### config.mk
export PLATFORM = sky130hd
export DESIGN_NAME = neuron_mac_pipe
export DESIGN_NICKNAME = d
export VERILOG_FILES = /design/src/rtl/neuron_mac_pipe_pkg.sv /design/src/rtl/neuron_mac_pipe_mac_tree_reg.sv /design/src/rtl/neuron_mac_pipe.sv
export SDC_FILE = /design/constraint.sdc
export NUM_CORES = 2
export LEC_CHECK = 0
export CORE_AREA = 2 2 322 324
export CTS_CLUSTER_DIAMETER = 60
export DETAILED_ROUTE_END_ITERATION = 10
export DIE_AREA = 0 0 324 326
export SLEW_MARGIN = 20
export SYNTH_ARGS = -nofsm -noshare
export SYNTH_HDL_FRONTEND = slang
export SYNTH_SLANG_ARGS = --single-unit
### constraint.sdc
create_clock -name clk -period 4.76 [get_ports clk]
set_clock_uncertainty 0.2 [all_clocks]
set_input_delay 0.714 -clock clk [delete_from_list [all_inputs] [get_ports clk]]
set_output_delay 0.714 -clock clk [all_outputs]
set_load 0.05 [all_outputs]
### src/rtl/neuron_mac_pipe_pkg.sv
// Shared constants, FSM state type and arithmetic helpers for the neuron engine.
package neuron_mac_pipe_pkg;

  localparam int LANES_DEF = 16;
  localparam int DW_DEF    = 8;
  localparam int BW_DEF    = 8;
  localparam int BEATS_DEF = 49;
  localparam int ACCW_DEF  = 26;

  typedef enum logic [1:0] {
    ST_IDLE,
    ST_ACCUM,
    ST_DRAIN,
    ST_DONE
  } state_t;

  // Width of one beat's product sum: a (DW+1)-bit signed pixel times a DW-bit
  // signed weight, summed over LANES lanes.
  function automatic int psum_width(input int dw, input int lanes);
    return 2 * dw + $clog2(lanes) + 1;
  endfunction

  // Signed add of two 64-bit operands, clamped to the range of a w-bit
  // signed result. Operands are expected to be sign-extended narrower values.
  function automatic logic signed [63:0] sat_add(input logic signed [63:0] a,
                                                 input logic signed [63:0] b,
                                                 input int w);
    logic signed [63:0] s;
    logic signed [63:0] hi;
    logic signed [63:0] lo;
    s  = a + b;
    hi = (64'sd1 <<< (w - 1)) - 64'sd1;
    lo = -hi - 64'sd1;
    if (s > hi) begin
      return hi;
    end else if (s < lo) begin
      return lo;
    end
    return s;
  endfunction

  // True when the same add would have to be clamped.
  function automatic logic sat_hit(input logic signed [63:0] a,
                                   input logic signed [63:0] b,
                                   input int w);
    logic signed [63:0] s;
    logic signed [63:0] hi;
    logic signed [63:0] lo;
    s  = a + b;
    hi = (64'sd1 <<< (w - 1)) - 64'sd1;
    lo = -hi - 64'sd1;
    return (s > hi) || (s < lo);
  endfunction

endpackage

### src/rtl/neuron_mac_pipe_mac_tree_reg.sv
// Stage 1: LANES pixel x weight multipliers, adder tree and registered psum.
module mac_tree_reg
  import neuron_mac_pipe_pkg::*;
#(
  parameter int LANES = LANES_DEF,
  parameter int DW    = DW_DEF,
  parameter int PW    = psum_width(DW, LANES)
) (
  input  logic                  clk,
  input  logic                  rst,
  input  logic                  clr,
  input  logic                  fire,
  input  logic [LANES*DW-1:0]   pixels,
  input  logic [LANES*DW-1:0]   weights,
  output logic signed [PW-1:0]  psum,
  output logic                  psum_valid
);

  logic signed [PW-1:0] prod [LANES];
  logic signed [PW-1:0] sum;

  // Pixels are unsigned (zero-extended), weights signed (sign-extended).
  for (genvar gi = 0; gi < LANES; gi++) begin : g_lane
    logic [DW-1:0] pix;
    logic [DW-1:0] wt;
    assign pix      = pixels[gi*DW +: DW];
    assign wt       = weights[gi*DW +: DW];
    assign prod[gi] = $signed({{(PW-DW){1'b0}}, pix}) * $signed({{(PW-DW){wt[DW-1]}}, wt});
  end

  // Lane products summed; synthesis balances this into an adder tree.
  always_comb begin
    sum = '0;
    for (int i = 0; i < LANES; i++) begin
      sum = sum + prod[i];
    end
  end

  // Register the beat's product sum with its valid flag.
  always_ff @(posedge clk or negedge rst) begin
    if (!rst) begin
      psum       <= '0;
      psum_valid <= 1'b0;
    end else if (clr) begin
      psum       <= '0;
      psum_valid <= 1'b0;
    end else begin
      psum_valid <= fire;
      if (fire) begin
        psum <= sum;
      end
    end
  end

endmodule

### src/rtl/neuron_mac_pipe.sv
// Neuron engine: accumulates BEATS beats of psums onto a bias, saturates,
// optionally applies ReLU and presents one activation over valid/ready.
module neuron_mac_pipe
  import neuron_mac_pipe_pkg::*;
#(
  parameter int LANES = LANES_DEF,
  parameter int DW    = DW_DEF,
  parameter int BW    = BW_DEF,
  parameter int BEATS = BEATS_DEF,
  parameter int ACCW  = ACCW_DEF,
  parameter int RELU  = 1
) (
  input  logic                    clk,
  input  logic                    rst,
  input  logic                    in_valid,
  output logic                    in_ready,
  input  logic [LANES*DW-1:0]     pixels,
  input  logic [LANES*DW-1:0]     weights,
  input  logic [BW-1:0]           bias,
  input  logic                    clr,
  output logic                    out_valid,
  input  logic                    out_ready,
  output logic signed [ACCW-1:0]  dout,
  output logic                    sat
);

  localparam int PW = psum_width(DW, LANES);
  localparam int CW = $clog2(BEATS + 1);

  state_t                state, state_next;
  logic [CW-1:0]         cnt;
  logic signed [ACCW-1:0] acc;
  logic signed [ACCW-1:0] acc_upd;
  logic signed [ACCW-1:0] final_val;
  logic signed [ACCW-1:0] bias_ext;
  logic signed [PW-1:0]  psum;
  logic                  psum_valid;
  logic                  accept;
  logic                  last_beat;
  logic                  clamp;
  logic signed [63:0]    acc_wide;
  logic signed [63:0]    psum_wide;

  // Ready is gated by reset and clr so nothing is taken during either.
  assign in_ready  = rst && !clr &&
                     ((state == ST_IDLE) || ((state == ST_ACCUM) && (cnt < CW'(BEATS))));
  assign accept    = in_valid && in_ready;
  // cnt is 0 in IDLE, so this also covers the single-beat image.
  assign last_beat = accept && (cnt == CW'(BEATS - 1));
  assign bias_ext  = {{(ACCW-BW){bias[BW-1]}}, bias};

  mac_tree_reg #(
    .LANES (LANES),
    .DW    (DW),
    .PW    (PW)
  ) u_mac (
    .clk        (clk),
    .rst        (rst),
    .clr        (clr),
    .fire       (accept),
    .pixels     (pixels),
    .weights    (weights),
    .psum       (psum),
    .psum_valid (psum_valid)
  );

  // Stage-2 saturating accumulate and the ReLU applied to the final value.
  always_comb begin
    acc_wide  = 64'(acc);
    psum_wide = 64'(psum);
    acc_upd   = ACCW'(sat_add(acc_wide, psum_wide, ACCW));
    clamp     = sat_hit(acc_wide, psum_wide, ACCW);
    final_val = ((RELU != 0) && acc[ACCW-1]) ? '0 : acc;
  end

  // State register.
  always_ff @(posedge clk or negedge rst) begin
    if (!rst) begin
      state <= ST_IDLE;
    end else begin
      state <= state_next;
    end
  end

  // Next-state logic; clr overrides everything.
  always_comb begin
    state_next = state;
    if (clr) begin
      state_next = ST_IDLE;
    end else begin
      case (state)
        ST_IDLE:  if (accept) state_next = last_beat ? ST_DRAIN : ST_ACCUM;
        ST_ACCUM: if (last_beat) state_next = ST_DRAIN;
        ST_DRAIN: if (!psum_valid) state_next = ST_DONE;
        ST_DONE:  if (out_ready) state_next = ST_IDLE;
        default:  state_next = ST_IDLE;
      endcase
    end
  end

  // Beat counter, accumulator, sticky saturation flag and output register.
  always_ff @(posedge clk or negedge rst) begin
    if (!rst) begin
      cnt       <= '0;
      acc       <= '0;
      sat       <= 1'b0;
      dout      <= '0;
      out_valid <= 1'b0;
    end else if (clr) begin
      cnt       <= '0;
      acc       <= '0;
      sat       <= 1'b0;
      out_valid <= 1'b0;
    end else begin
      if (accept) begin
        cnt <= cnt + 1'b1;
      end
      if (accept && (state == ST_IDLE)) begin
        acc <= bias_ext;
        sat <= 1'b0;
      end else if (psum_valid) begin
        acc <= acc_upd;
        if (clamp) begin
          sat <= 1'b1;
        end
      end
      // Last psum has retired once DRAIN sees no valid psum.
      if ((state == ST_DRAIN) && !psum_valid) begin
        dout      <= final_val;
        out_valid <= 1'b1;
      end
      if ((state == ST_DONE) && out_ready) begin
        out_valid <= 1'b0;
        cnt       <= '0;
        sat       <= 1'b0;
      end
    end
  end

endmodule

======== After elaboration in Yosys (flattened, before gate mapping) ========
Index checks and enable logic that the tools add are counted.
cells by class
  add/sub/neg operators ................... 17
  $mul .................................... 16
  divide/modulo/power cells ............... 0
  order comparisons ....................... 3
  eq/ne operators ......................... 8
  shifts and indexed selects .............. 0
  multiplexer cells ....................... 30
  bitwise operators ....................... 1
  reduce and logical (&&, ||, !) cells .... 22
operator list
  kind                                                           number
  adder 21 bit                                                   15
  multiplier 9 x 8 -> 17 bit                                     16
  two-way mux 26 bit                                             6
  two-way mux 21 bit                                             2
  adder 26 x 21 -> 27 bit                                        1
  > comparator 27 x 26 -> 1 bit (second input constant)          1
  less-than comparator 27 x 26 -> 1 bit (second input constant)  1
  two-way mux 25 bit                                             1
  two-way mux 6 bit                                              3
  two-way mux 2 bit                                              6
  inequality test 3 bit (second input constant)                  4
  two-way mux 1 bit                                              11
  nonzero test 3 bit                                             3
  logical AND 1 bit                                              8
  one-hot mux 2 bit (4 select lines)                             1
  nonzero test 4 bit                                             2
  adder 6 x 1 -> 6 bit (second input constant)                   1
  equality test 6 bit (second input constant)                    1
  less-than comparator 6 bit (second input constant)             1
  equality test 2 bit (second input constant)                    2
  AND reduction 2 bit                                            2
  AND reduction 4 bit                                            1
  equality test 2 x 1 -> 1 bit (second input constant)           1
  logical NOT 1 bit                                              2
  4 further kinds                                                5
word-level totals
  bits in registers ....................... 84
  latch bits .............................. 0
  RAM bits ................................ 0
  memory bits (read-only) ................. 0
  bits of input ports ..................... 269
  output and inout bits ................... 29
  word-level logic and storage cells ...... 105
  memories ................................ 0

======== Logic depth before layout (Yosys ltp) ========
  word-level depth ........................ 18
  gate-level depth with buffers ........... 38
  depth with buffers taken out ............ 38

======== By module ========
Synthesis repeated with hierarchy kept, for this count alone.
unflattened totals
  cells, all modules ...................... 4618
  area total of the unflattened synthesis .. 43599.3 um^2
modules (own cells, without submodules)
  module           times used  cells each  area an instance (um^2)  sequential area each (um^2)
  mac_tree_reg     1           4098        39285.2                  550.5
  neuron_mac_pipe  1           520         4314.1                   1526.5

======== Worst setup path after synthesis ========
No wires, ideal clock.
  kind .................................... in2reg
  start ................................... in weights[18]
  end ..................................... reg u_mac.psum[20]
  setup time .............................. 0.134 ns
  arrival ................................. 9.028 ns
  required time ........................... 4.426 ns
  setup slack ............................. -4.602 ns
  cell stages on the path ................. 35
  path buffers ............................ 0
  cells stage by stage .................... and2_1 > fa_1 > inv_1 > fa_1 > fa_1 > fa_1 > inv_1 > ha_1 > a21o_1 > a21oi_1 > o21bai_1 > a21oi_1 > nor2b_1 > o21a_1 > o31a_1 > nor2_1 > xor2_1 > fa_1 > fa_1 > fa_1 > inv_1 > fa_1 > fa_1 > inv_1 > fa_1 > inv_1 > ha_1 > and3_1 > nand3_1 > a211oi_1 > nor4bb_1 > o21ai_0 > a31oi_1 > xnor2_1 > o21ai_0
between the ends
  longest elaborated chain between the ends .. 17
ends and longest elaborated chain
  item                         line                                source
  start, declared              neuron_mac_pipe.sv:18               input logic [LANES*DW-1:0] weights,
  multiplier 9 x 8 -> 17 bit   neuron_mac_pipe_mac_tree_reg.sv:28  assign prod[gi] = $signed({{(PW-DW){1'b0}}, pix}) * $signed({{(PW-DW){wt[DW-1]}}, wt});
  adder 21 bit (14 in series)  neuron_mac_pipe_mac_tree_reg.sv:35  sum = sum + prod[i];
  two-way mux 21 bit           neuron_mac_pipe_mac_tree_reg.sv:49  if (fire) begin
  two-way mux 21 bit           neuron_mac_pipe_mac_tree_reg.sv:44  end else if (clr) begin
  end signal, assigned         neuron_mac_pipe_mac_tree_reg.sv:50  psum <= sum;
  end, declared                neuron_mac_pipe_mac_tree_reg.sv:15  output logic signed [PW-1:0] psum,
No other way between the ends. The select of a mux whose other input is x is not followed.
A chain may end at the register's enable or synchronous reset.

======== Worst setup path in the final report ========
  start ................................... in weights[101]
  end ..................................... reg u_mac.psum[20]
between the ends
  longest elaborated chain between the ends .. 7
ends and longest elaborated chain
  item                        line
  multiplier 9 x 8 -> 17 bit  neuron_mac_pipe_mac_tree_reg.sv:28
  adder 21 bit (4 in series)  neuron_mac_pipe_mac_tree_reg.sv:35
  two-way mux 21 bit          neuron_mac_pipe_mac_tree_reg.sv:49
  two-way mux 21 bit          neuron_mac_pipe_mac_tree_reg.sv:44
No other way between the ends. The select of a mux whose other input is x is not followed.

==> flow_summary.ini <==
[global_route]
overflow = 0
met3_usage_pct = 1.641
grtUsageMet1_pct = 33.33
use_met2_pct = 42.12
antenna_found_initial = 7
grt_pass1_wl_um = 205000
grt_max_degree = 71
grt_usage_pct = 24.35
grt-busiest-layer = met2
grt_pass1_vias = 39642

[floorplan]
start_util_pct = 44.49
rows = 118
io_pins = 298
die_x_um = 324
dieArea_um2 = 105600
die_y_um = 326
coreArea_um2 = 102600

[logic_synthesis]
yosys.cell_types.count = 60
syn_area_per_cell_um2 = 8.960
netlist_area_um2 = 45650
synth_ff_type = dfrtp_1
synthTopCellsByCount = 1,250 x inv_1, 839 x fa_1, 747 x ha_1
async_flop_share_pct = 100.0
syn-num-nets = 6950
yosysSeqAreaShare_pct = 4.550
yosysTopAreaCell = fa_1
yosys_warnings = 0
synth_edf_count = 0
synth_top_area_share_pct = 36.79
ys_ff_latch = 83
synth.most_common_cell = inv_1
netlist_instances = 5095
synthTopCellsByArea = fa_1 37%, ha_1 20%, inv_1 10%

[sta]
fmax_mhz = 106.9
rsz0062_at_grt = yes
slew_viol_final = 0
finalSetupTns_ns = -66.54
timing.final.crit_period_ns = 9.355
min_period_over_period_pct = 196.5
maxSlewHeadroom_pct = 39.61
setup_violations = 19
hold_viol = 0
tightest_slew_ns = 0.9059
finalWorstSetupSlack_ns = -4.595

[final_layout]
post-route-util_pct = 57.43
seqCellArea_um2 = 2077
area.growth.synth_to_final_pct = 29.09
fin_area_um2 = 58930
nets = 8037
layout-drive-gt1-share_pct = 25.97
multi_input_area_um2 = 41670
layout.cells.non_filler = 7574
fill_cells = 9322

[critical_path]
critPathSlowestCell = fa_1
ff2ff_setup_slack_ns = 0.72
crit_path_frequent_cell = fa_1
crit_path_max_fanout = 3
cp.required_ns = 4.80
critical_path_class = primary input to register
worstReg2RegStart = acc[0]$_DFFE_PN0P_
crit_start = weights[101]
cp-end-kind = register
crit_path_max_incr_delay_ns = 0.58
start_kind = primary input
cp.arrival_ns = 9.39

[detailed_routing]
wirelength_um = 124500
ant_nets = 0
vias_per_cell = 4.830
post_drt_wl_per_cell_um = 16.44
drtPass1Iterations = 5
post-route-drc-count = 0
drtIter0Drc = 1667
dr_total_vias = 36583

[worst_hold_path]
hold_path.class = primary input to asynchronous set/reset pin

[cts]
numCtsBuffers = 9
clock_path_buffers = 2
cts.sinks = 83
clk-insertion-delay-late_ns = 0.36
cts_tree = done
root_buffer = clkbuf_16
cts_hold_buf = 0
htree_levels = 3
path_clk_slew_ns = 0.07

[place]
placed_area_um2 = 56560
dpl.hpwl_um = 111000
io_buffers = 296
gp_congestion = 0.9204
dp_cells = 7481

[run]
max_cap_viol_count = 0

[status]
status = finished, violations left
violations = setup timing
==> cells by family (layout without fill, tap and decap cells) <==
| kind of cell | after synthesis | in the layout | share of synthesized area (%) |
|---|---|---|---|
| buffers and inverters | 1275 | 2367 | 10.54 |
| adder cells (fa/ha/maj) | 1586 | 1586 | 57.26 |
| flip-flops | 83 | 83 | 4.550 |
| AND/OR/NAND/NOR | 1444 | 1444 | 16.04 |
| multiplexers | 2 | 2 | 0.04385 |
| other | 1 | 8 | 0.008214 |
| XOR/XNOR | 233 | 233 | 4.470 |
| AO/OA/AOI/OAI | 471 | 471 | 7.087 |
==> per-layer routing <==
layer	routed length [um]	up-vias
li1	-	17771
met1	56170	18064
met2	61290	608
met3	3688	138
met4	3310	2
met5	13	-
==> through the flow <==
stage,hold WS (ns),setup slack (ns)
after floorplan,0.2184,-4.283
after global placement,0.2622,-5.402
after detailed placement,0.2688,-5.496
after CTS,0.008347,-4.750
after global routing,0.01809,-4.926
final,0.005528,-4.595
==> final cells by class <==
class,instances,share of cell area (%)
clock buffers,9,0.3822
inverters,1250,7.981
repair buffers,1101,14.34
multi-input cells,3737,70.70
flip-flops and latches,83,3.524
clock inverters,7,0.1125
well taps,1380,2.930
diodes,7,0.02972
==> state kept, by name (all words and copies together) (netlist names) <==
signal            cells
out_valid             1
cnt                   6
dout                 25
u_mac.psum_valid      1
sat                   1
state                 2
u_mac.psum           21
acc                  26
==> cell usage in the layout, fill, tap and decap left out, types with 15 or more instances in the layout <==
cell type        count
nand3b_1            22
a22oi_1             16
a21oi_2             47
ha_1               643
nor3_1              41
inv_2              102
xnor2_1            125
and2_1             491
clkdlybuf4s15_2     27
o21bai_1            39
ha_2                24
inv_1             1145
buf_4              783
fa_2                69
o21ai_0             52
ha_4                80
and2_4              43
xor2_1              45
clkbuf_2            20
nand2_2             25
o31a_1              30
nor2_2              25
xnor2_2             48
o21ai_1             15
a21oi_1             56
nor2_1             190
fa_1               770
dfrtp_1             83
a21o_1              49
buf_6               67
buf_2              123
clkdlybuf4s50_1     55
nand2b_1            95
nor2b_1             33
nand2_1            428
o21a_1              59
==> final timing paths <==
kind,endpoint,depth (start not counted)
worst max-delay path,u_mac.psum[20]$_DFFE_PN0P_,35
worst min-delay path,acc[2]$_DFFE_PN0P_,1
worst max register to register,acc[22]$_DFFE_PN0P_,11
worst min register to register,dout[4]$_DFFE_PN0P_,2
max in group asynchronous,u_mac.psum[3]$_DFFE_PN0P_,2
min in group clk,dout[4]$_DFFE_PN0P_,2
==> timing repair <==
action,CTS,global route
resized for setup,1226,277
setup endpoints to repair,20,20
gates cloned,0,0
buffers inserted,64,14
pin swaps,325,190
==> critical path, delay by kind of cell <==
| family | cells | cell delay (ns) |
|---|---|---|
| and+or+nand+nor | 6 | 0.71 |
| xor gates and xnor gates | 2 | 0.43 |
| adders and majority gates | 12 | 5.61 |
| buffers and inverters | 7 | 0.57 |
| AOI/OAI and AO/OA | 8 | 1.35 |
Power is not shown: default switching activity piles up to over one toggle a cycle in this logic, so the estimate is an artifact.
